## src/rtl/hazard_ctrl.sv

```systemverilog
// Pipeline hazard control: stall/flush enables and registered EX forwarding selects.
// Optional perf counters (lu_cnt, fl_cnt) are built only with HAZARD_PERF_EN defined.
module hazard_ctrl #(
  parameter int unsigned CNT_W   = 16,
  parameter logic [5:0]  LU_CODE = 6'b111111
) (
  input  logic             clk,
  input  logic             rst_n,
  input  logic [5:0]       hz_type,
  input  logic [4:0]       rs_d,
  input  logic [4:0]       rt_d,
  input  logic [4:0]       rt_e,
  input  logic             branch_taken_e,
  input  logic             mem_busy,
  output logic             pc_en,
  output logic             ifid_en,
  output logic             ifid_flush,
  output logic             idex_bubble,
  output logic [1:0]       fwd_a_e,
  output logic [1:0]       fwd_b_e,
  output logic [CNT_W-1:0] lu_cnt,
  output logic [CNT_W-1:0] fl_cnt
);

  typedef enum logic {RUN, LU_STALL} state_t;

  state_t     state, stateNext;
  logic [1:0] mask, maskNext;
  logic [1:0] fwdANext, fwdBNext;
  logic       luDetect, flushEvt;

  always_comb begin
    stateNext   = state;
    maskNext    = mask;
    fwdANext    = fwd_a_e;
    fwdBNext    = fwd_b_e;
    pc_en       = 1'b0;
    ifid_en     = 1'b0;
    ifid_flush  = 1'b0;
    idex_bubble = 1'b0;
    luDetect    = 1'b0;
    flushEvt    = 1'b0;
    if (!rst_n) begin
      ifid_flush  = 1'b1;
      idex_bubble = 1'b1;
    end else if (!mem_busy) begin
      unique case (state)
        RUN: begin
          if (branch_taken_e) begin
            pc_en       = 1'b1;
            ifid_flush  = 1'b1;
            idex_bubble = 1'b1;
            fwdANext    = '0;
            fwdBNext    = '0;
            flushEvt    = 1'b1;
          end else if (hz_type == LU_CODE) begin
            idex_bubble = 1'b1;
            fwdANext    = '0;
            fwdBNext    = '0;
            // $zero is never a real dependency, so a zero load target sets no bit
            maskNext    = {(rs_d == rt_e) && (rt_e != '0),
                           (rt_d == rt_e) && (rt_e != '0)};
            stateNext   = LU_STALL;
            luDetect    = 1'b1;
          end else begin
            pc_en    = 1'b1;
            ifid_en  = 1'b1;
            fwdANext = hz_type[3:2];
            fwdBNext = hz_type[1:0];
          end
        end
        LU_STALL: begin
          pc_en     = 1'b1;
          ifid_en   = 1'b1;
          fwdANext  = mask[1] ? 2'b10 : 2'b00;
          fwdBNext  = mask[0] ? 2'b10 : 2'b00;
          maskNext  = '0;
          stateNext = RUN;
        end
        default: stateNext = RUN;
      endcase
    end
  end

  always_ff @(posedge clk or negedge rst_n) begin
    if (!rst_n) begin
      state   <= RUN;
      mask    <= '0;
      fwd_a_e <= '0;
      fwd_b_e <= '0;
    end else begin
      state   <= stateNext;
      mask    <= maskNext;
      fwd_a_e <= fwdANext;
      fwd_b_e <= fwdBNext;
    end
  end

`ifdef HAZARD_PERF_EN
  logic [CNT_W-1:0] luCnt, flCnt;

  always_ff @(posedge clk or negedge rst_n) begin
    if (!rst_n) begin
      luCnt <= '0;
      flCnt <= '0;
    end else begin
      if (luDetect && (luCnt != '1)) luCnt <= luCnt + 1'b1;
      if (flushEvt && (flCnt != '1)) flCnt <= flCnt + 1'b1;
    end
  end

  assign lu_cnt = luCnt;
  assign fl_cnt = flCnt;
`else
  assign lu_cnt = '0;
  assign fl_cnt = '0;
`endif

endmodule

```

## config.mk

```make
export PLATFORM = sky130hd
export DESIGN_NAME = hazard_ctrl
export DESIGN_NICKNAME = d
export VERILOG_FILES = /design/src/rtl/hazard_ctrl.sv
export SDC_FILE = /design/constraint.sdc
export NUM_CORES = 1
export LEC_CHECK = 0
export CORE_ASPECT_RATIO = 1.75
export CORE_MARGIN = 2
export CORE_UTILIZATION = 28
export CTS_CLUSTER_SIZE = 40
export DETAILED_ROUTE_END_ITERATION = 10
export GPL_TIMING_DRIVEN = 1
export PLACE_DENSITY = 0.85
export SYNTH_ARGS = -nofsm -noshare
export SYNTH_HDL_FRONTEND = slang
export SYNTH_SLANG_ARGS = --single-unit
```

## constraint.sdc

```tcl
create_clock -name clk -period 1.33 [get_ports clk]
set_clock_uncertainty 0.1 [all_clocks]
set_input_delay 0.3325 -clock clk [delete_from_list [all_inputs] [get_ports clk]]
set_output_delay 0.3325 -clock clk [all_outputs]
set_load 0.02 [all_outputs]
```

### After elaboration in Yosys (flattened, before gate mapping)

Index checks and enable logic that the tools add are counted.

| storage, ports and cells | value |
|---|---|
| register bits after elaboration | 7 |
| latch bits | 0 |
| memory bits (writable) | 0 |
| bits in read-only memories | 0 |
| bits of input ports | 25 |
| output and inout port bits | 40 |
| logic and storage cells | 47 |
| memories | 0 |

| operators by class | value |
|---|---|
| $add $sub $neg | 0 |
| multipliers | 0 |
| divide/modulo/power cells | 0 |
| order comparisons | 0 |
| equal/unequal tests | 5 |
| shift operators | 0 |
| muxes and demuxes | 31 |
| bitwise gates (word level) | 2 |
| reduce and logical (&&, ||, !) cells | 5 |

Operator list:

| kind | count |
|---|---|
| $mux 1 | 17 |
| $mux 2 | 8 |
| $pmux 2 s2 | 3 |
| $eq 5x5->1 | 2 |
| $eq 6x6->1 const B | 1 |
| $pmux 1 s2 | 3 |
| $reduce_bool 5->1 | 1 |
| $ne 2x2->1 const B | 2 |
| $reduce_and 4->1 | 1 |
| $logic_and 1x1->1 | 2 |
| $not 1->1 | 2 |
| $reduce_and 2->1 | 1 |

### Longest topological paths before layout

| depth | value |
|---|---|
| word-level depth | 6 |
| mapped depth | 5 |
| gate-level depth less buffers | 4 |

### Least setup slack after synthesis

OpenSTA, ideal clock, no wires.

| path | value |
|---|---|
| path kind | input to output |
| start point | input port hz_type[4] |
| end point | output port idex_bubble |
| arrival time | 1.321 ns |
| data required time | 0.897 ns |
| setup slack | -0.423 ns |
| cell stages on the path | 4 |
| buffers on the path | 0 |
| path through | and4_1 > and3_2 > nor2_1 > o31ai_1 |

| on the way | value |
|---|---|
| longest elaborated chain between the ends | 6 |

RTL lines:

| element | line | text |
|---|---|---|
| start: declaration | 9 | `input logic [5:0] hz_type,` |
| $eq 6x6->1 | 56 | `end else if (hz_type == LU_CODE) begin` |
| $mux 1 | 56 |  |
| $mux 1 | 49 | `if (branch_taken_e) begin` |
| $mux 1 | 47 | `unique case (state)` |
| $mux 1 | 46 | `end else if (!mem_busy) begin` |
| $mux 1 | 43 | `if (!rst_n) begin` |
| end: declaration | 18 | `output logic idex_bubble,` |

Every way passes these cells.

### Worst setup path in the final report

| path | value |
|---|---|
| start point | input port hz_type[4] |
| end point | output port ifid_en |

| on the way | value |
|---|---|
| longest elaborated chain between the ends | 6 |

RTL lines:

| element | line | text |
|---|---|---|
| $eq 6x6->1 | 56 |  |
| $mux 1 | 56 |  |
| $mux 1 | 49 |  |
| $pmux 1 s2 | 47 |  |
| $mux 1 | 46 |  |
| $mux 1 | 43 |  |
| end: declaration | 16 | `output logic ifid_en,` |

Every way passes these cells.

==> results.cfg <==
[worst_setup_path]
critical_path_buf_inv_count = 2
cp-start-kind = input port
cp.arrival_ps = 1200
crit_chain = buf_6 -> and4_4 -> and3_4 -> nor2_4 -> o21a_2 -> buf_6
crit_top_cell = buf_6
ff2ff_path_depth = 5
cp-end-kind = output pin
regToRegStartpoint = state
required_ps = 900
max_stage_delay_ps = 220
slowest_stage = and4_4
cp_top_family = simple AND/OR/NAND/NOR gates
reg2reg_to = mask[0]
setup.worst_path.class = input port to output pin
crit_path_max_fanout = 2
ff2ff_setup_slack_ps = -100

[logic_synthesis]
ys_seq_area_frac = 0.235
synth_top_family_by_area = buffers and inverters
synth_xor_area_frac = 0.117
synth_cell_types = 23
synthTopCellsByArea = buf_4 32%, dfrtp_1 23%, xor2_1 12%, nand2_1 4.5%, nor2_1 3.5%
synth-adder-area-share = 0
synth_mux_area_frac = 0
yosys_register_bits = 7
synth_area_per_cell_um2 = 8.12
yosysWarnings = 0
synth_top_area_frac = 0.322
synthSimpleGateAreaFrac = 0.171
netlist_area_um2 = 747
synth_cells = 92
synth-compound-area-share = 0.121
yosysTopAreaCell = buf_4

[status]
violations = setup timing
status = finished, violations left

[placed_design]
preCtsSetupSlack_ps = -1210
place_congestion = 0.822
portBuffers = 32
dp_cells = 159
dp_hpwl_um = 1530
dpl-instance-area_um2 = 1080

[grt]
antenna_found_initial = 0
grt-ovfl-total = 0
grt_max_degree = 9
grt_pass1_vias = 676
grt_use_total = 0.116
grt_pass1_wl_um = 2690

[layout]
area_delta_synth_final_pct = 59.6
antennaDiodeCount = 0
layout-drive-gt1-share = 0.324
final_nets = 168
fin_area_um2 = 1190
register_area_um2 = 176
stdcell_count = 168
final_cell_mix = 32 x conb_1, 15 x buf_4, 11 x buf_6, 11 x clkdlybuf4s50_1, 10 x xor2_1
n_fill_cell = 253
utilization = 0.473
multi_input_area_um2 = 480
final_common_cell = conb_1

[sta]
setup_slack_ps = -299
clock.fmax_ghz = 0.614
rsz0062_at_grt = true
layout_min_cycle_time_ps = 1630
setup_violations = 6
tns_ps = -1140
drv_slew = 0
hold_viol = 0
timing.final.crit_share = 1.22
hold_slack_ps = 211

[cts]
cts_tree = done
cts_sinks = 7
htree_num_levels = 1
clock_latency_ps = 230
numCtsBuffers = 3
cts-root-buf = clkbuf_8
clkTransAtPathRegs_ps = 40
cts.path.max_buffers = 2

[min_path]
min_path_type = input port to async pin

[drt]
postRouteAntennaNets = 0
wl_per_cell_um = 10.4
wl_um = 1750
via_count = 726
via_per_inst = 4.32
drc = 0
drt-initial-drc-count = 15
dr.pass1.iters = 3

[floorplan]
dieArea_um2 = 3110
die_width_um = 43.0
core_um2 = 2520
die_h_um = 72.3
fp-row-count = 24
initial_core_util = 0.296
io_pins = 65

[job]
cap_violations = 0

[power_and_ir_drop]
irDropWorstVdd_v = 0.000475
total_power_uw = 891
leakage_nw = 0.585
p_per_area_nw_per_um2 = 748
routing by layer:
layer / vias up / global-route usage / part of all wire
met5: - / 0 / 0
met4: 0 / 0.0606 / 0.019
met3: 2 / 0.0274 / 0.11
met2: 58 / 0.236 / 0.58
met1: 321 / 0.0965 / 0.29
li1: 345 / - / -
Yosys cell counts:
cell      count
a21oi_1       3
a22oi_1       1
a32o_1        2
a32oi_1       2
and3_2        1
and4_1        1
buf_4        32
buf_6         2
conb_1        1
dfrtp_1       7
nand2_1       9
nand2b_1      1
nand3_1       2
nor2_1        7
nor2_2        1
nor2b_1       1
nor3_1        3
o21a_1        1
o21ai_0       2
o21ai_1       1
o31ai_1       1
or4_1         1
xor2_1       10
report_power, final:
| part | total (mW) | switching [mW] | leakage [nW] | internal [mW] |
|---|---|---|---|---|
| combinational | 0.347 | 0.196 | 0.473 | 0.151 |
| clock | 0.307 | 0.0993 | 0.0228 | 0.208 |
| sequential | 0.237 | 0.00774 | 0.0896 | 0.229 |
| total | 0.891 | 0.303 | 0.585 | 0.589 |
worst reg2reg max path: stages (launching register included):
cell and delay [ps]:
dfrtp_2 440, nor2_2 200, buf_4 170, o21ai_1 70
nor3_2 190, a32o_1 200
area by class of cell:
| cell class | instances | share of cell area |
|---|---|---|
| multi-input cells | 82 | 0.403 |
| well taps | 26 | 0.0273 |
| clock buffers | 4 | 0.0378 |
| repair buffers | 49 | 0.384 |
| flip-flops and latches | 7 | 0.148 |
worst max path at each step:
stage                     from          end  slack (ps)  depth (start not counted)
floorplan           hz_type[4]  idex_bubble        -170                          4
global placement    hz_type[3]  idex_bubble       -1160                          6
detailed placement  hz_type[3]  idex_bubble       -1210                          6
CTS                 hz_type[4]      ifid_en        -310                          6
global route        hz_type[4]      ifid_en        -320                          6
finish              hz_type[4]      ifid_en        -300                          6
logic make-up (layout without fill, tap and decap cells):
kind of cell           count (synthesis)  after routing
AND/OR/NAND/NOR                       27             27
AO/OA/AOI/OAI                         13             13
other                                  1             32
XOR/XNOR                              10             10
flip-flops                             7              7
buffers and inverters                 34             53
registers in the layout (all words and copies together) (netlist names):
name,flops
state,1
mask,2
fwd_a_e,2
fwd_b_e,2
what timing repair did:
| action | CTS | global route |
|---|---|---|
| pin swaps | 11 | 0 |
| gates resized for setup | 80 | 3 |
| hold buffers | 0 | 0 |
| buffers inserted | 5 | 0 |
| endpoints found under the setup margin | 15 | 6 |
No activity file was read; power rests on OpenSTA's default activity.
